<file path="src/rtl/pool_pkg.sv">
// Shared types for the processor-pool memory arbiter.
// Struct widths track the default pool configuration.
package pool_pkg;
  localparam int POOL_N_CH   = 4;
  localparam int POOL_DATA_W = 128;
  localparam int POOL_ADDR_W = 16;
  localparam int POOL_SIZE_W = 3;

  typedef logic [POOL_ADDR_W-1:0]        addr_t;
  typedef logic [$clog2(POOL_N_CH)-1:0]  ch_id_t;

  typedef struct packed {
    logic                   en;
    logic                   we;
    addr_t                  addr;
    logic [POOL_DATA_W-1:0] wdata;
    logic [POOL_SIZE_W-1:0] size;
  } mem_cmd_t;
endpackage

</file>
<file path="src/rtl/rr_arbiter.sv">
// Round-robin picker: combinational one-hot grant and winner ID from a masked
// request vector; only the search pointer is registered.
module rr_arbiter #(
  parameter int N = 4
) (
  input  logic                 i_clk,
  input  logic                 i_rst,
  input  logic [N-1:0]         i_req,
  input  logic [N-1:0]         i_mask,
  output logic [N-1:0]         o_gnt,
  output logic [$clog2(N)-1:0] o_win_id
);
  localparam int IW = $clog2(N);
  localparam int SW = IW + 1;

  logic [IW-1:0] ptr_q, ptr_d;
  logic [N-1:0]  elig;
  logic [SW-1:0] sum;
  logic [IW-1:0] idx;
  logic          found;

  always_comb begin
    elig     = i_req & ~i_mask;
    o_gnt    = '0;
    o_win_id = '0;
    ptr_d    = ptr_q;
    found    = 1'b0;
    sum      = '0;
    idx      = '0;
    for (int i = 0; i < N; i++) begin
      // Wrap the search index modulo N without relying on N being a power of two.
      sum = {1'b0, ptr_q} + SW'(i);
      if (sum >= SW'(N)) sum = sum - SW'(N);
      idx = sum[IW-1:0];
      if (!found && elig[idx]) begin
        found      = 1'b1;
        o_gnt[idx] = 1'b1;
        o_win_id   = idx;
        ptr_d      = (idx == IW'(N-1)) ? '0 : idx + 1'b1;
      end
    end
  end

  always_ff @(posedge i_clk or posedge i_rst) begin
    if (i_rst) ptr_q <= '0;
    else       ptr_q <= ptr_d;
  end
endmodule

</file>
<file path="src/rtl/pool_arb.sv">
// Round-robin merge of N_CH request streams onto one single-port memory;
// command one cycle after request, read return RD_LAT+1 cycles after command.
module pool_arb
  import pool_pkg::*;
#(
  parameter int N_CH   = POOL_N_CH,
  parameter int DATA_W = POOL_DATA_W,
  parameter int ADDR_W = POOL_ADDR_W,
  parameter int SIZE_W = POOL_SIZE_W,
  parameter int RD_LAT = 2
) (
  input  logic                           i_clk,
  input  logic                           i_rst,
  input  logic [N_CH-1:0]                i_req_rd,
  input  logic [N_CH-1:0]                i_req_wr,
  input  logic [N_CH-1:0][ADDR_W-1:0]    i_addr,
  input  logic [N_CH-1:0][DATA_W-1:0]    i_wdata,
  input  logic [N_CH-1:0][SIZE_W-1:0]    i_wr_size,
  output logic [N_CH-1:0]                o_grant_rd,
  output logic [N_CH-1:0]                o_grant_wr,
  output logic [N_CH-1:0]                o_valid,
  output logic [DATA_W-1:0]              o_rdata,
  output logic                           o_mem_en,
  output logic                           o_mem_we,
  output logic [ADDR_W-1:0]              o_mem_addr,
  output logic [DATA_W-1:0]              o_mem_wdata,
  output logic [SIZE_W-1:0]              o_mem_wr_size,
  input  logic [DATA_W-1:0]              i_mem_rdata,
  output logic                           o_busy
);
  logic [N_CH-1:0]   req, last_gnt, arb_gnt;
  ch_id_t            win_id;
  logic              win_we;

  logic [N_CH-1:0]   grant_rd_q, grant_rd_d, grant_wr_q, grant_wr_d;
  mem_cmd_t          cmd_q, cmd_d;
  logic              rd_iss_vld_q, rd_iss_vld_d;
  ch_id_t            rd_iss_id_q, rd_iss_id_d;
  logic [RD_LAT-1:0] pipe_vld_q, pipe_vld_d;
  ch_id_t [RD_LAT-1:0] pipe_id_q, pipe_id_d;
  logic [N_CH-1:0]   valid_q, valid_d;
  logic [DATA_W-1:0] rdata_q, rdata_d;

  assign req      = i_req_rd | i_req_wr;
  // Last cycle's grant hides the requester's one-cycle request drop.
  assign last_gnt = grant_rd_q | grant_wr_q;
  assign win_we   = i_req_wr[win_id];

  rr_arbiter #(.N(N_CH)) u_rr_arbiter (
    .i_clk    (i_clk),
    .i_rst    (i_rst),
    .i_req    (req),
    .i_mask   (last_gnt),
    .o_gnt    (arb_gnt),
    .o_win_id (win_id)
  );

  always_comb begin
    grant_rd_d   = '0;
    grant_wr_d   = '0;
    cmd_d        = cmd_q;
    cmd_d.en     = 1'b0;
    cmd_d.we     = 1'b0;
    rd_iss_vld_d = 1'b0;
    rd_iss_id_d  = rd_iss_id_q;
    if (|arb_gnt) begin
      if (win_we) grant_wr_d = arb_gnt;
      else        grant_rd_d = arb_gnt;
      cmd_d.en     = 1'b1;
      cmd_d.we     = win_we;
      cmd_d.addr   = i_addr[win_id];
      cmd_d.wdata  = i_wdata[win_id];
      cmd_d.size   = i_wr_size[win_id];
      rd_iss_vld_d = !win_we;
      rd_iss_id_d  = win_id;
    end

    pipe_vld_d[0] = rd_iss_vld_q;
    pipe_id_d[0]  = rd_iss_id_q;
    for (int i = 1; i < RD_LAT; i++) begin
      pipe_vld_d[i] = pipe_vld_q[i-1];
      pipe_id_d[i]  = pipe_id_q[i-1];
    end

    valid_d = '0;
    rdata_d = rdata_q;
    if (pipe_vld_q[RD_LAT-1]) begin
      valid_d[pipe_id_q[RD_LAT-1]] = 1'b1;
      rdata_d                      = i_mem_rdata;
    end
  end

  always_ff @(posedge i_clk or posedge i_rst) begin
    if (i_rst) begin
      grant_rd_q   <= '0;
      grant_wr_q   <= '0;
      cmd_q        <= '0;
      rd_iss_vld_q <= 1'b0;
      rd_iss_id_q  <= '0;
      pipe_vld_q   <= '0;
      pipe_id_q    <= '0;
      valid_q      <= '0;
      rdata_q      <= '0;
    end else begin
      grant_rd_q   <= grant_rd_d;
      grant_wr_q   <= grant_wr_d;
      cmd_q        <= cmd_d;
      rd_iss_vld_q <= rd_iss_vld_d;
      rd_iss_id_q  <= rd_iss_id_d;
      pipe_vld_q   <= pipe_vld_d;
      pipe_id_q    <= pipe_id_d;
      valid_q      <= valid_d;
      rdata_q      <= rdata_d;
    end
  end

  assign o_grant_rd    = grant_rd_q;
  assign o_grant_wr    = grant_wr_q;
  assign o_valid       = valid_q;
  assign o_rdata       = rdata_q;
  assign o_mem_en      = cmd_q.en;
  assign o_mem_we      = cmd_q.we;
  assign o_mem_addr    = cmd_q.addr;
  assign o_mem_wdata   = cmd_q.wdata;
  assign o_mem_wr_size = cmd_q.size;
  assign o_busy        = rd_iss_vld_q | (|pipe_vld_q);
endmodule

</file>
<file path="config.mk">
export PLATFORM = sky130hd
export DESIGN_NAME = pool_arb
export DESIGN_NICKNAME = d
export VERILOG_FILES = /design/src/rtl/pool_pkg.sv /design/src/rtl/rr_arbiter.sv /design/src/rtl/pool_arb.sv
export SDC_FILE = /design/constraint.sdc
export NUM_CORES = 1
export LEC_CHECK = 0
export BUFFER_PORTS_ARGS = -buffer_cell sky130_fd_sc_hd__buf_2
export CORE_AREA = 2 2 395 397
export DETAILED_ROUTE_END_ITERATION = 12
export DIE_AREA = 0 0 397 399
export HOLD_SLACK_MARGIN = 0.12
export PLACE_DENSITY = 0.3
export SETUP_SLACK_MARGIN = 0.1
export SYNTH_ARGS = -nofsm -noshare
export SYNTH_HDL_FRONTEND = slang
export SYNTH_SLANG_ARGS = --single-unit
</file>
<file path="constraint.sdc">
create_clock -name i_clk -period 9.61 [get_ports i_clk]
set_input_delay 0.961 -clock i_clk [delete_from_list [all_inputs] [get_ports i_clk]]
set_output_delay 0.961 -clock i_clk [all_outputs]
set_load 0.05 [all_outputs]
</file>
==> results of run 1 <==
==> per-layer routing <==
metal	GRT usage, %	vias up	wire, um	part of all wire, %
li1	-	6560	-	-
met2	18.9	595	45700	52
met3	3.40	124	6700	7.6
met4	3.00	26	2150	2.4
met5	0	-	166	0.19
met1	11.7	6829	33500	38
==> per-stage QoR <==
stage	cells	utilization [%]	cell area, um^2	setup WS [ps]	hold WS (ps)
4_1_cts	4310	16.8	25700	4130	349
5_1_grt	4315	16.8	25800	3550	363
6_report	4317	16.8	25800	4010	349
3_3_place_gp	4225	15.7	24100	4230	335
3_5_place_dp	4225	15.7	24100	4190	338
2_1_floorplan	1234	-	16700	360	331
==> registers in the layout, indices dropped and copies added (netlist names), 3 cells and up <==
signal / count
o_mem_wr_size: 3
o_mem_addr: 16
o_grant_wr: 4
o_grant_rd: 4
o_mem_wdata: 128
o_valid: 4
o_rdata: 128
==> final timing paths <==
check                      slack [ps]               to                  start
max                              4010    o_mem_addr[9]  u_rr_arbiter.ptr_q[0]
min reg2reg                       350     pipe_id_q[2]           pipe_id_d[2]
min in group asynchronous         480      o_rdata[28]                  i_rst
max reg2reg                      4010    o_mem_addr[9]  u_rr_arbiter.ptr_q[0]
min                               350     pipe_id_q[2]           pipe_id_d[2]
max in group asynchronous        7130  o_mem_wdata[35]                  i_rst
==> cell families after synthesis <==
family | after synthesis | synth area share (%)
AO/OA/AOI/OAI | 38 | 1.68
flip-flops | 300 | 44.9
buffers and inverters | 94 | 3.08
adder cells (fa/ha/maj) | 7 | 0.524
AND/OR/NAND/NOR | 64 | 1.84
multiplexers | 731 | 48.0
==> layout make-up <==
| class | instances | area [um^2] | share of cell area [%] |
|---|---|---|---|
| Tap cell | 2044 | 2560 | 9.93 |
| Inverter | 6 | 30.0 | 0.117 |
| Multi-Input combinational cell | 840 | 8700 | 33.8 |
| Antenna cell | 7 | 17.5 | 0.0680 |
| Clock inverter | 23 | 397 | 1.54 |
| Clock buffer | 62 | 1270 | 4.93 |
| Sequential cell | 300 | 7510 | 29.2 |
| Timing Repair Buffer | 1035 | 5280 | 20.5 |
==> layout by cell type (no fill, tap or decap), types with 3 or more instances in the layout <==
cell                        synthesis  routed
sky130_fd_sc_hd__clkbuf_16          0      46
sky130_fd_sc_hd__diode_2            0       7
sky130_fd_sc_hd__o21ai_0            4       4
sky130_fd_sc_hd__nor2_1            17      16
sky130_fd_sc_hd__nand3_1            9       9
sky130_fd_sc_hd__bufinv_16          0       9
sky130_fd_sc_hd__mux2_1            53      53
sky130_fd_sc_hd__dfrtp_1          300     299
sky130_fd_sc_hd__clkbuf_1          20      10
sky130_fd_sc_hd__clkinv_2           0       7
sky130_fd_sc_hd__mux2i_1          450     450
sky130_fd_sc_hd__a21oi_1            9       9
sky130_fd_sc_hd__inv_1              4       3
sky130_fd_sc_hd__ha_1               7       7
sky130_fd_sc_hd__nand2_1           17      17
sky130_fd_sc_hd__buf_12             0       4
sky130_fd_sc_hd__a221oi_1           4       4
sky130_fd_sc_hd__and2_1             6       6
sky130_fd_sc_hd__mux2_2           144     144
sky130_fd_sc_hd__buf_4              8      16
sky130_fd_sc_hd__buf_2             51    1015
sky130_fd_sc_hd__or2_1              3       3
sky130_fd_sc_hd__mux4_2             4       4
sky130_fd_sc_hd__clkbuf_8           0       6
sky130_fd_sc_hd__mux2_4            80      80
==> results.yml, run 1 <==
synthesis:
  syn-mean-instance-area_um2: 13.5
  synth.area.top_cells: "sky130_fd_sc_hd__dfrtp_1 (45%), sky130_fd_sc_hd__mux2i_1 (27%), sky130_fd_sc_hd__mux2_2 (9.7%)"
  synthArstFlopShare_pct: 100
  netlist_area_um2: 16700
  yosys_register_bits: 300
  leading_area_contributor_after_synthesis: "sky130_fd_sc_hd__dfrtp_1"
  library_cell_with_the_highest_instance_count_after_synthesis: "sky130_fd_sc_hd__mux2i_1"
  number_of_warnings_printed_during_yosys_synthesis: 0
  mappedNetlistNets: 1967
  synth-edff-count: 0
  netlist-cell-type-count: 48
  yosys_most_used_dff: "sky130_fd_sc_hd__dfrtp_1"
  synthCells: 1234
  part_of_the_yosys_area_used_for_sequential_elements_pct: 44.9
  post_synth_most_frequent_cells: "sky130_fd_sc_hd__mux2i_1 (450), sky130_fd_sc_hd__dfrtp_1 (300), sky130_fd_sc_hd__mux2_2 (144)"
  netlist.area_leader.share_pct: 44.9
floorplanning:
  dieArea_um2: 158000
  floorplan.core_area_um2: 154000
  initial_utilization_pct: 10.9
  num_io_pins: 1016
  chipHeight_um: 399
  die_w_um: 397
  floorplan.rows: 144
critical_path:
  critical-path-slowest-cell: "sky130_fd_sc_hd__dfrtp_1"
  path_buf_inv: 4
  cpLargestDelayFamily: "buffers and inverters"
  critPathArrivalTime_ps: 6070
  worst-path-stages: 11
  critical_path_peak_fanout: 81
  setup.worst_path.start_class: "flop"
  worst_path_largest_cell_delay_ps: 890
  worstSetupPathType: "flop to flop"
  cells_along_the_critical_path: "inv_2, ha_1, clkinv_1, a2111oi_0, nor3_1, o311a_1, a21oi_1, nand4b_1, buf_4, buf_12, mux2_2"
  r2r.worst_path.cells: 11
  worst_setup_path_end_kind: "flop"
  critPathRequiredTime_ps: 10080
cts:
  hold_buffers: 0
  cts_max_level: 2
  clockRootBuffer: "sky130_fd_sc_hd__clkbuf_16"
  cts_made_buffers: 46
  clk-insertion-delay-late_ps: 610
  cts_resized: 0
  maximum_count_of_clock_buffers_along_a_single_path: 3
  cts_tree: "built"
  cts_setup_buffers: 0
  clkSlewWorstSetupHoldPaths_ps: 60
  clkSinkCount: 300
sta:
  achievable-frequency_ghz: 0.179
  period_needed_ps: 5600
  timing.slew.headroom_pct: 36.3
  report.final.setup_viol: 0
  report.final.hold_viol_count: 0
  clock_skew_ps: 20.7
  worst_slew_pin_slew_ps: 956
  drv_slew: 0
  rsz_0062_raised_after_global_routing: "false"
  tns_ps: 0
  final_min_period_over_clock_period_pct: 58.3
layout:
  p_r_area_growth_vs_syn_pct: 54.2
  nFillCells: 17200
  fraction_of_layout_cells_with_a_size_suffix_above_1_pct: 59.3
  nets: 2962
drt:
  wl_per_cell_um: 20.4
  drt-initial-drc-count: 612
  vias_per_cell: 3.27
  detail_route.first_pass.iterations: 5
  route.detailed.drc: 0
  antenna_left: 0
  routed_wirelength_mm: 88.2
  vias: 14100
job:
  max-cap-violations: 0
min_path:
  whs_path_depth: 0
  min-delay-path-class: "flop to flop"
placement:
  numPortBuffers: 1015
  routabilityCongestion: 0.830
  detailed_place_hpwl_mm: 71.9
grt:
  maximum_number_of_pins_on_one_net_before_global_route_repair: 102
  grt_antenna_before_repair: 28
  grt.overflow.total: 0
  grt_use_total_pct: 10.5
  grt_pass1_vias: 15000
  grt_first_pass_wirelength_mm: 117
outcome:
  outcome: "complete, no violations"
Power of run 1 is left out: the tool's default activity adds up to more than one toggle a clock period on the data nets, which glitch-free logic cannot reach.
==> run 2, diff against run 1 <==
==> constraint.sdc (replaced) <==
create_clock -name i_clk -period 5.6 [get_ports i_clk]
set_input_delay 0.56 -clock i_clk [delete_from_list [all_inputs] [get_ports i_clk]]
set_output_delay 0.56 -clock i_clk [all_outputs]
set_load 0.05 [all_outputs]
==> run 2 against run 1 <==
Against the previous run:
- critical path depth shrank 1
- maximum frequency grew 24%
- die area is the same
- sequential cell count is the same
- clock skew grew 5.1 ps
- via count grew 0.82%
- worst hold slack lost 160 ps
- global-route usage shrank 0.22 points
- final cell count grew 1.7%
- first-iteration DRC count shrank 33%
- setup slack lost 2900 ps
- wire length shrank 2.2%
- critical path type unchanged
==> results.yml, run 2 (synthesized netlist as in run 1, its figures left out) <==
sta:
  final_min_period_over_clock_period_pct: 80.4
  drv_slew: 0
  timing.slew.headroom_pct: 38.5
  tns_ps: 0
  period_needed_ps: 4500
  worst_slew_pin_slew_ps: 922
  rsz_0062_raised_after_global_routing: "false"
  report.final.setup_viol: 0
  achievable-frequency_ghz: 0.222
  clock_skew_ps: 25.8
  report.final.hold_viol_count: 0
drt:
  detail_route.first_pass.iterations: 4
  route.detailed.drc: 0
  vias: 14300
  routed_wirelength_mm: 86.3
  antenna_left: 0
  wl_per_cell_um: 19.7
  vias_per_cell: 3.25
  drt-initial-drc-count: 409
critical_path:
  critPathRequiredTime_ps: 6080
  critPathArrivalTime_ps: 4990
  setup.worst_path.start_class: "flop"
  rr_endpoint: "o_mem_wdata[2]"
  worst_path_largest_cell_delay_ps: 600
  crit_path_start: "u_rr_arbiter.ptr_q[1]"
  worst_setup_path_end_kind: "flop"
  cpLargestDelayFamily: "multiplexers"
  path_buf_inv: 4
  reg2reg_setup_slack_ps: 1100
  cells_along_the_critical_path: "inv_1, ha_1, clkinv_1, mux4_2, o41a_2, buf_12, buf_4, mux2i_1, mux2i_1, mux2_2"
  critical_path_peak_fanout: 30
  worstSetupPathType: "flop to flop"
  critical-path-slowest-cell: "sky130_fd_sc_hd__dfrtp_1"
  worst_r2r_startpoint: "u_rr_arbiter.ptr_q[1]"
  r2r.worst_path.cells: 10
  path_common_cell: "sky130_fd_sc_hd__mux2i_1"
placement:
  numPortBuffers: 1015
  routabilityCongestion: 0.803
  detailed_place_hpwl_mm: 69.7
grt:
  grt_pass1_vias: 15300
  grt_use_total_pct: 10.2
  grt_antenna_before_repair: 15
  maximum_number_of_pins_on_one_net_before_global_route_repair: 118
  grt.overflow.total: 0
  grt_first_pass_wirelength_mm: 116
layout:
  p_r_area_growth_vs_syn_pct: 57.8
  fraction_of_layout_cells_with_a_size_suffix_above_1_pct: 57.9
  mostFrequentLayoutCell: "sky130_fd_sc_hd__buf_2"
  nets: 3040
  final_cell_mix: "sky130_fd_sc_hd__buf_2 (1,015), sky130_fd_sc_hd__mux2i_1 (450), sky130_fd_sc_hd__dfrtp_1 (299)"
  utilization_pct: 17.2
  nFillCells: 17200
cts:
  clkSinkCount: 300
  maximum_count_of_clock_buffers_along_a_single_path: 3
  cts_max_level: 2
  cts_tree: "built"
  clk-insertion-delay-late_ps: 610
  cts_made_buffers: 45
  cts_resized: 0
  clkSlewWorstSetupHoldPaths_ps: 60
  clockRootBuffer: "sky130_fd_sc_hd__clkbuf_16"
min_path:
  min-delay-path-class: "input pin to flop"
  min-delay-start: "i_mem_rdata[108]"
  whs_path_depth: 2
  timing.hold.worst_endpoint: "o_rdata[108]"
floorplanning:
  num_io_pins: 1016
  chipHeight_um: 399
  dieArea_um2: 158000
  floorplan.core_area_um2: 154000
  die_w_um: 397
  floorplan.rows: 144
  initial_utilization_pct: 10.9
outcome:
  outcome: "complete, no violations"
job:
  max-cap-violations: 0
==> run 2: cell count changes in the layout (fill, tap and decap cells not counted), sizes merged <==
cell	previous run	this run
buf	1035	1052
bufinv	9	1
clkbuf	62	67
clkinvlp	2	4
diode	7	5
dlygate4sd3	0	62
inv	7	5
==> run 2: per-stage QoR <==
| step | instance area, um^2 | setup slack, ps | std cells | hold WS [ps] |
|---|---|---|---|---|
| final | 26400 | 1100 | 4391 | 191 |
| after global routing | 26400 | 647 | 4389 | 143 |
| after CTS | 26400 | 1040 | 4386 | 120 |
| after detailed placement | 24300 | 1010 | 4242 | 366 |
| after global placement | 24300 | 1050 | 4242 | 360 |
| after floorplan | 16700 | 1050 | 1234 | 331 |
==> run 2: how the worst max path moves through the flow <==
stage | end | cells past startpoint
after floorplan | o_grant_rd[0] | 1
after global placement | o_mem_wdata[2] | 10
after detailed placement | o_mem_wdata[2] | 10
after CTS | o_mem_wdata[2] | 10
after global routing | o_mem_wdata[1] | 12
final | o_mem_wdata[2] | 10
==> run 2: area by class of cell <==
class | count | area, um^2 | share of cell area (%)
antenna | 5 | 12.5 | 0.0474
clock buffer | 67 | 1330 | 5.04
clock inverter | 15 | 138 | 0.522
inverter | 6 | 26.3 | 0.0996
multi-input combinational | 840 | 8700 | 33.0
sequential | 300 | 7510 | 28.5
tap | 2044 | 2560 | 9.70
timing repair buffer | 1114 | 6100 | 23.1
==> run 2: metal layers <==
layer  track usage, %  routed length, um
met1             11.7              33500
met2             18.7              45100
met3             2.46               5150
met4             3.14               2500
met5                0                 27
==> run 2: what timing repair did <==
item	CTS	global route
setup endpoints to repair	0	0
hold buffers	62	0
endpoints found under the hold margin	80	0
buffers inserted	0	0
Power of run 2 is left out for the same reason.
